$ cat config.mk
export PLATFORM = sky130hd
export DESIGN_NAME = mu_ram_1rw_arb
export DESIGN_NICKNAME = d
export VERILOG_FILES = /design/src/rtl/mu_ram_1rw_arb.sv
export SDC_FILE = /design/constraint.sdc
export NUM_CORES = 1
export LEC_CHECK = 0
export CORE_AREA = 2 2 70 72
export CTS_BUF_LIST = sky130_fd_sc_hd__clkbuf_8
export DETAILED_ROUTE_END_ITERATION = 7
export DIE_AREA = 0 0 72 74
export PLACE_DENSITY = 0.7
export SLEW_MARGIN = 40
export SYNTH_ARGS = -nofsm -noshare
export SYNTH_HDL_FRONTEND = slang
export SYNTH_SLANG_ARGS = --single-unit
$ cat constraint.sdc
create_clock -name clk -period 2.85 [get_ports clk]
set_input_delay 0.855 -clock clk [delete_from_list [all_inputs] [get_ports clk]]
set_output_delay 0.855 -clock clk [all_outputs]
set_load 0.1 [all_outputs]
$ cat src/rtl/mu_ram_1rw_arb.sv
// ----------------------------------------------------------------------------
// mu_ram_1rw_arb
//
// Two-requester arbiter/sequencer in front of a single-port RAM (mu_ram_1rw,
// one-cycle registered read). Typical use: port 0 = sensor frame writer,
// port 1 = display reader. At most one access is granted per cycle. Ties in
// IDLE are resolved round-robin; a port may hold ownership for a burst with
// its lock input, limited to MAX_BURST consecutive grants while the other
// port is waiting. Read data is routed back with a per-port rvalid strobe.
//
// Build option:
//   RAM_ARB_FIXED_PRIO_EN  when defined, port 0 always wins ties in IDLE and
//                          the round-robin pointer is not built. The burst
//                          limit still applies to both owners.
//
// Parameters:
//   DW         data width (equal to RAM data width)
//   AW         address width (equal to RAM address width)
//   MAX_BURST  max consecutive grants to a locked owner while the other
//              port waits (>= 1)
//
// Ports:
//   clk            clock
//   rst_n          asynchronous reset, active low
//   pN_req_i       access request, held until pN_gnt_o (N = 0,1)
//   pN_we_i        1 = write, 0 = read
//   pN_lock_i      keep ownership for the following cycles (burst)
//   pN_addr_i      access address
//   pN_wdata_i     write data
//   pN_gnt_o       access accepted this cycle (combinational)
//   pN_rvalid_o    read data valid, one cycle after a granted read
//   pN_rdata_o     read data (ram_rd_i routed)
//   ram_addr_o     RAM address
//   ram_wr_o       RAM write data
//   ram_we_o       RAM write enable
//   ram_rd_i       RAM read data
//
// state | meaning
// ------+--------------------------------------------------------------
// IDLE  | no owner; requests are arbitrated (single req wins, tie by rr)
// OWN0  | port 0 holds the lock; granted whenever it requests
// OWN1  | port 1 holds the lock; granted whenever it requests
// ----------------------------------------------------------------------------
module mu_ram_1rw_arb #(
  parameter int DW        = 8,
  parameter int AW        = 12,
  parameter int MAX_BURST = 16
) (
  input  logic          clk,
  input  logic          rst_n,

  input  logic          p0_req_i,
  input  logic          p0_we_i,
  input  logic          p0_lock_i,
  input  logic [AW-1:0] p0_addr_i,
  input  logic [DW-1:0] p0_wdata_i,
  output logic          p0_gnt_o,
  output logic          p0_rvalid_o,
  output logic [DW-1:0] p0_rdata_o,

  input  logic          p1_req_i,
  input  logic          p1_we_i,
  input  logic          p1_lock_i,
  input  logic [AW-1:0] p1_addr_i,
  input  logic [DW-1:0] p1_wdata_i,
  output logic          p1_gnt_o,
  output logic          p1_rvalid_o,
  output logic [DW-1:0] p1_rdata_o,

  output logic [AW-1:0] ram_addr_o,
  output logic [DW-1:0] ram_wr_o,
  output logic          ram_we_o,
  input  logic [DW-1:0] ram_rd_i
);

  localparam int            CW        = $clog2(MAX_BURST + 1);
  localparam logic [CW-1:0] BURST_MAX = CW'(MAX_BURST);
  localparam logic [CW-1:0] BURST_ONE = CW'(1);

  typedef enum logic [1:0] {
    IDLE = 2'd0,
    OWN0 = 2'd1,
    OWN1 = 2'd2
  } state_t;

  state_t        state_q, state_d;
  logic [CW-1:0] burst_cnt_q, burst_cnt_d;
  logic [1:0]    rvalid_q, rvalid_d;

  logic gnt0;
  logic gnt1;
  logic tie_port;
  logic arb_free;
  logic at_max;

  // --------------------------------------------------------------------------
  // Tie-break port for IDLE arbitration
  // --------------------------------------------------------------------------
`ifdef RAM_ARB_FIXED_PRIO_EN
  assign tie_port = 1'b0;
`else
  // rr_q holds the port that wins the next tie, i.e. the port that was NOT
  // granted last. Resetting it to 0 lets port 0 win the first tie.
  logic rr_q, rr_d;

  assign tie_port = rr_q;

  always_comb begin
    rr_d = rr_q;
    if (gnt0) begin
      rr_d = 1'b1;
    end else if (gnt1) begin
      rr_d = 1'b0;
    end
  end

  always_ff @(posedge clk or negedge rst_n) begin
    if (!rst_n) begin
      rr_q <= 1'b0;
    end else begin
      rr_q <= rr_d;
    end
  end
`endif

  assign at_max = (burst_cnt_q == BURST_MAX);

  function automatic logic [CW-1:0] cnt_inc(input logic [CW-1:0] c);
    return (c == BURST_MAX) ? c : c + BURST_ONE;
  endfunction

  // --------------------------------------------------------------------------
  // Grant decision and next state
  // --------------------------------------------------------------------------
  always_comb begin
    state_d     = state_q;
    burst_cnt_d = burst_cnt_q;
    gnt0        = 1'b0;
    gnt1        = 1'b0;
    arb_free    = 1'b0;

    unique case (state_q)
      OWN0: begin
        if (p0_req_i) begin
          if (at_max && p1_req_i) begin
            // Burst limit reached with port 1 waiting: hand this cycle over.
            gnt1        = 1'b1;
            state_d     = IDLE;
            burst_cnt_d = '0;
          end else begin
            gnt0        = 1'b1;
            burst_cnt_d = cnt_inc(burst_cnt_q);
            if (!p0_lock_i) begin
              state_d     = IDLE;
              burst_cnt_d = '0;
            end
          end
        end else begin
          // Owner went quiet: release and arbitrate the other port now.
          arb_free = 1'b1;
        end
      end

      OWN1: begin
        if (p1_req_i) begin
          if (at_max && p0_req_i) begin
            gnt0        = 1'b1;
            state_d     = IDLE;
            burst_cnt_d = '0;
          end else begin
            gnt1        = 1'b1;
            burst_cnt_d = cnt_inc(burst_cnt_q);
            if (!p1_lock_i) begin
              state_d     = IDLE;
              burst_cnt_d = '0;
            end
          end
        end else begin
          arb_free = 1'b1;
        end
      end

      default: begin
        arb_free = 1'b1;
      end
    endcase

    if (arb_free) begin
      state_d     = IDLE;
      burst_cnt_d = '0;
      if (p0_req_i && (!p1_req_i || !tie_port)) begin
        gnt0 = 1'b1;
        if (p0_lock_i) begin
          state_d     = OWN0;
          burst_cnt_d = BURST_ONE;
        end
      end else if (p1_req_i) begin
        gnt1 = 1'b1;
        if (p1_lock_i) begin
          state_d     = OWN1;
          burst_cnt_d = BURST_ONE;
        end
      end
    end
  end

  // A granted read produces rvalid on the granted port in the next cycle.
  assign rvalid_d = {gnt1 & ~p1_we_i, gnt0 & ~p0_we_i};

  always_ff @(posedge clk or negedge rst_n) begin
    if (!rst_n) begin
      state_q     <= IDLE;
      burst_cnt_q <= '0;
      rvalid_q    <= 2'b00;
    end else begin
      state_q     <= state_d;
      burst_cnt_q <= burst_cnt_d;
      rvalid_q    <= rvalid_d;
    end
  end

  // --------------------------------------------------------------------------
  // Outputs
  // --------------------------------------------------------------------------
  // Grants are combinational from the requests, so they are masked with
  // rst_n to keep the RAM quiet while reset is held.
  assign p0_gnt_o = gnt0 & rst_n;
  assign p1_gnt_o = gnt1 & rst_n;

  assign ram_we_o   = rst_n & ((gnt0 & p0_we_i) | (gnt1 & p1_we_i));
  // With no grant the address follows port 0, which is a harmless read.
  assign ram_addr_o = gnt1 ? p1_addr_i  : p0_addr_i;
  assign ram_wr_o   = gnt1 ? p1_wdata_i : p0_wdata_i;

  assign p0_rvalid_o = rvalid_q[0];
  assign p1_rvalid_o = rvalid_q[1];
  assign p0_rdata_o  = ram_rd_i;
  assign p1_rdata_o  = ram_rd_i;

endmodule

Word level (Yosys, flattened, before mapping)
Cells that the tools add are included.
- $add $sub $neg: 1
- equality and inequality tests: 7
- multiplexer cells: 47
- bitwise gates (word level): 10
- reduce and logical (&&, ||, !) cells: 10
- operators by type and width (kind ; number):
    $mux 5 ; 9
    $mux 1 ; 21
    $mux 2 ; 10
    $mux 12 ; 1
    $pmux 5 s2 ; 1
    $mux 8 ; 1
    $ne 4x4->1 const B ; 2
    $and 1x1->1 ; 7
    $ne 3x3->1 const B ; 2
    $pmux 1 s2 ; 3
    $add 5x1->5 const B ; 1
    $eq 5x5->1 const B ; 1
    $reduce_and 5->1 ; 1
    $pmux 2 s2 ; 1
    $logic_and 1x1->1 ; 3
    $reduce_and 3->1 ; 1
    $reduce_bool 3->1 ; 1
    $eq 2x1->1 const B ; 1
    $eq 2x2->1 const B ; 1
    $logic_not 1->1 ; 2
    $not 1->1 ; 2
    $reduce_bool 2->1 ; 1
    $logic_or 1x1->1 ; 1
    $or 1x1->1 ; 1
- input port bits: 56
- register bits after elaboration: 10
- output and inout port bits: 41

Longest topological paths before layout
- depth in word-level cells: 11
- depth in mapped cells: 8
- depth with buffers taken out: 6

Worst setup path after synthesis
Ideal clock, no wire load.
- path type: input to output
- start point: in p0_req_i
- end point: out ram_we_o
- setup slack: -965 ps
- buffers on the path: 1
- cell stages on the path: 4
- data required time: 1995 ps
- arrival: 2960 ps
- path through: o21ai_0 > o31ai_4 > buf_6 > o22ai_1
- longest elaborated chain between the ends: 10
- RTL lines (element ; line ; source):
    from (decl) ; 52 ; input logic p0_req_i,
    $logic_and 1x1->1 ; 166 ; if (at_max && p0_req_i) begin
    $mux 1 ; 166 ;
    $mux 1 ; 165 ; if (p1_req_i) begin
    $pmux 1 s2 ; 142 ; unique case (state_q)
    $mux 1 ; 197 ; end else if (p1_req_i) begin
    $mux 1 ; 191 ; if (p0_req_i && (!p1_req_i || !tie_port)) begin
    $mux 1 ; 188 ; if (arb_free) begin
    $and 1x1->1 ; 230 ; assign ram_we_o = rst_n & ((gnt0 & p0_we_i) | (gnt1 & p1_we_i));
    $or 1x1->1 * ; 230 ;
    $and 1x1->1 * ; 230 ;
    to (decl) ; 72 ; output logic ram_we_o,
Mark *: on every way between the ends. The rest lies on a longest branch, timed or not.

Final worst setup path
- start point: in p0_req_i
- end point: out ram_wr_o[5]
- longest elaborated chain between the ends: 8
- RTL lines (element ; line ; source):
    $logic_and 1x1->1 ; 166 ;
    $mux 1 ; 166 ;
    $mux 1 ; 165 ;
    $pmux 1 s2 ; 142 ;
    $mux 1 ; 197 ;
    $mux 1 ; 191 ;
    $mux 1 * ; 188 ;
    $mux 8 * ; 233 ; assign ram_wr_o = gnt1 ? p1_wdata_i : p0_wdata_i;
    to (decl) ; 71 ; output logic [DW-1:0] ram_wr_o,
Marks and branches as above.

==> metrics.md <==
| Metric | Value |
|---|---|
| RR Endpoint | rr_q |
| Final net count | 270 |
| Setup crit start kind | primary input |
| Clock slew at reported path FFs | 0.05 ns |
| Core area | 4600 sq um |
| DRT Pass-1 Iters | 4 |
| GP Congestion | 0.810 |
| First-pass GRT wire length | 6550 um |
| Synth-to-Final Area Change | 125% |
| DIE AREA | 5330 sq um |
| Synth unique cells | 32 |
| MaxCap Viol Count | 0 |
| R2r worst-path depth | 10 |
| Overall Global Routing Usage | 16.1% |
| Fmax | 311 MHz |
| Slew Limit Fails | 0 |
| Reg-to-reg setup timing slack | 0.79 ns |
| Pwr Total | 3.05 mW |
| Number of cell rows | 25 |
| PortBufs | 72 |
| Routed wire length per instance | 16.4 um |
| Routed wire length | 4300 um |
| Post-DP Area | 2180 sq um |
| Worst setup endpoint | ram_wr_o[5] |
| Crit path DAT | 2.36 ns |
| Crit path max fanout | 5 |
| Average size of a mapped cell | 8.81 sq um |
| Slew headroom | 64.0% |
| # IOs | 97 |
| Number of global-route vias before repair | 1253 |
| Syn Std Cell Area | 1100 sq um |
| Worst skew pair latency | 0.23 ns |
| Req. time, crit path | 2.00 ns |
| Worst min-delay path class | flip-flop to flip-flop |
| Setup CP Type | primary input to primary output |
| Clock buffer count from CTS | 3 |
| Minimum clock period | 3.22 ns |
| Setup ws final | -0.368 ns |
| Fill count | 379 |
| Syn Nets | 185 |
| Initial antenna violation count | 0 |
| RSZ-0062 raised after global routing | yes |
| PD cells | 1230 nW/um^2 |
| Fin area | 2480 sq um |
| Leak | 1.12 nW |
| Post-synth EDFFs | 0 |
| Status | finished, violations left |
| Via count | 1242 |
| Vias per cell | 4.72 |
| Final ANT Viol Nets | 0 |
| CTS tree | yes |
| Worst Skew | 0.000735 ns |
| Final Hold Fails | 0 |
| Hold buffers post-CTS | 0 |
| Hold Path Origin | burst_cnt_q[4] |
| Worst vdd ir | 0.000462 V |
| Failing checks | negative setup slack |
| Crit end category | primary output |
| Sequential cell area fraction in the yosys report | 22.7% |
| Critical path origin | p0_req_i |
| Ys Warns | 0 |
| Max clock buf depth | 2 |
| Gr ovfl total | 0 |
| H-tree levels | 1 |
| Die Wd | 72 um |
| Initial Util | 23.9% |
| Reg2Reg Launch Point | burst_cnt_q[0] |
| Ant. Diodes | 0 |
| CTS Sinks | 10 |
| Final Cycle Share | 113% |
| DIE HEIGHT | 74 um |
| Initial DRC Count | 30 |
| Layout cells sized above 1 | 44.5% |
| Flops & latches, synth | 10 |
| Worst Tran Pin Value | 0.540 ns |
| HPWL Detailed | 3170 um |
| Root Driver | clkbuf_8 |
| Final setup vio count | 22 |
| DRC Markers | 0 |
| Syn Inst Count | 125 |
| Largest net degree at the start of global routing | 12 |
| Main synth FF type | dfrtp_1 |
| Async SR Flop Fraction | 100% |
==> report_power, final <==
part / switching, mW / leakage, nW / internal, mW
clock network: 0.0545 / 0.0288 / 0.121
logic: 1.44 / 0.957 / 1.21
registers: 0.0273 / 0.133 / 0.186
==> routing by layer <==
layer | GRT usage, % | part of all wire (%) | vias up
met4 | 1.68 | 0.79 | 0
met2 | 31.8 | 52 | 61
li1 | - | - | 602
met5 | 0 | 0 | -
met1 | 17.9 | 40 | 575
met3 | 4.20 | 7.2 | 4
==> worst min path at each step <==
| stage | endpoint | slack [ns] | depth (start not counted) |
|---|---|---|---|
| floorplan | rr_q | 0.49 | 1 |
| global placement | burst_cnt_q[4] | 0.51 | 2 |
| detailed placement | burst_cnt_q[4] | 0.53 | 2 |
| CTS | burst_cnt_q[4] | 0.54 | 2 |
| global route | rr_q | 0.57 | 1 |
| finish | burst_cnt_q[4] | 0.55 | 2 |
==> timing repair <==
action                     in CTS  in global routing
pin swaps                       5                  4
gates cloned                    3                  0
setup buffers                   5                  1
resized for setup              37                  0
setup endpoints to repair      23                 23
==> cells by family after synthesis <==
family                   Yosys count  synth area share [%]
buffers and inverters             27                  16.4
multiplexers                      21                  21.4
flip-flops                        10                  22.7
adder cells (fa/ha/maj)            4                  4.55
AND/OR/NAND/NOR                   43                  20.2
AO/OA/AOI/OAI                     20                  14.8
==> state kept, by name, indices dropped and copies added, names as in the netlist <==
name / count
burst_cnt_q: 5
rr_q: 1
state_q: 2
rvalid_q: 2
==> metrics by stage <==
step	setup slack (ns)	instances	utilization, %	setup TNS, ns	hold WS (ns)
final	-0.368	263	53.9	-7.12	0.547
after global routing	-0.466	263	53.9	-9.51	0.569
after CTS	-0.365	263	53.7	-7.16	0.543
after detailed placement	-0.644	252	47.4	-13.77	0.526
after global placement	-0.619	252	47.4	-13.27	0.507
after floorplan	-0.157	125	-	-2.04	0.486
==> cell usage in the layout, fill, tap and decap left out, types with 2 or more instances in the layout <==
cell type         n
mux2_4           20
clkdlybuf4s50_1  45
buf_16            3
dfrtp_1          10
nand3_1           8
clkbuf_8          4
buf_2             2
a21oi_1           3
ha_1              3
nor2b_1           3
nand2b_1          2
nand2_1          10
inv_1             6
buf_4            21
nand3b_1          2
nor3_1            6
a21bo_2           2
o221ai_1          2
buf_12           27
nor2_4            2
nor2_1            4
buf_6             2
o21ai_0           2
nand4_1           2
==> critical path: stages <==
cell     delay, ns
buf_2         0.12
and4b_1       0.23
o31ai_4       0.28
buf_12        0.16
buf_6         0.11
buf_16        0.11
mux2_4        0.32
buf_12        0.17
==> Yosys cell counts (all sizes together) (3+ instances only) <==
cell,count,area [sq um]
mux2,20,225
inv,6,22.5
a21oi,3,15.0
nor2,6,22.5
nand2,10,37.5
nor2b,3,18.8
buf,19,150
nand3,8,40.0
nor3,6,30.0
o21ai,4,20.0
ha,4,50.1
dfrtp,10,250
==> layout make-up <==
cell class	instances	area (sq um)	area share, %
Tap cell	54	67.6	2.72
Clock buffer	4	55.1	2.22
Timing Repair Buffer	101	1280	51.6
Sequential cell	10	250	10.1
Multi-Input combinational cell	88	806	32.5
Inverter	6	22.5	0.908
Power figures use the tool's default switching activity.
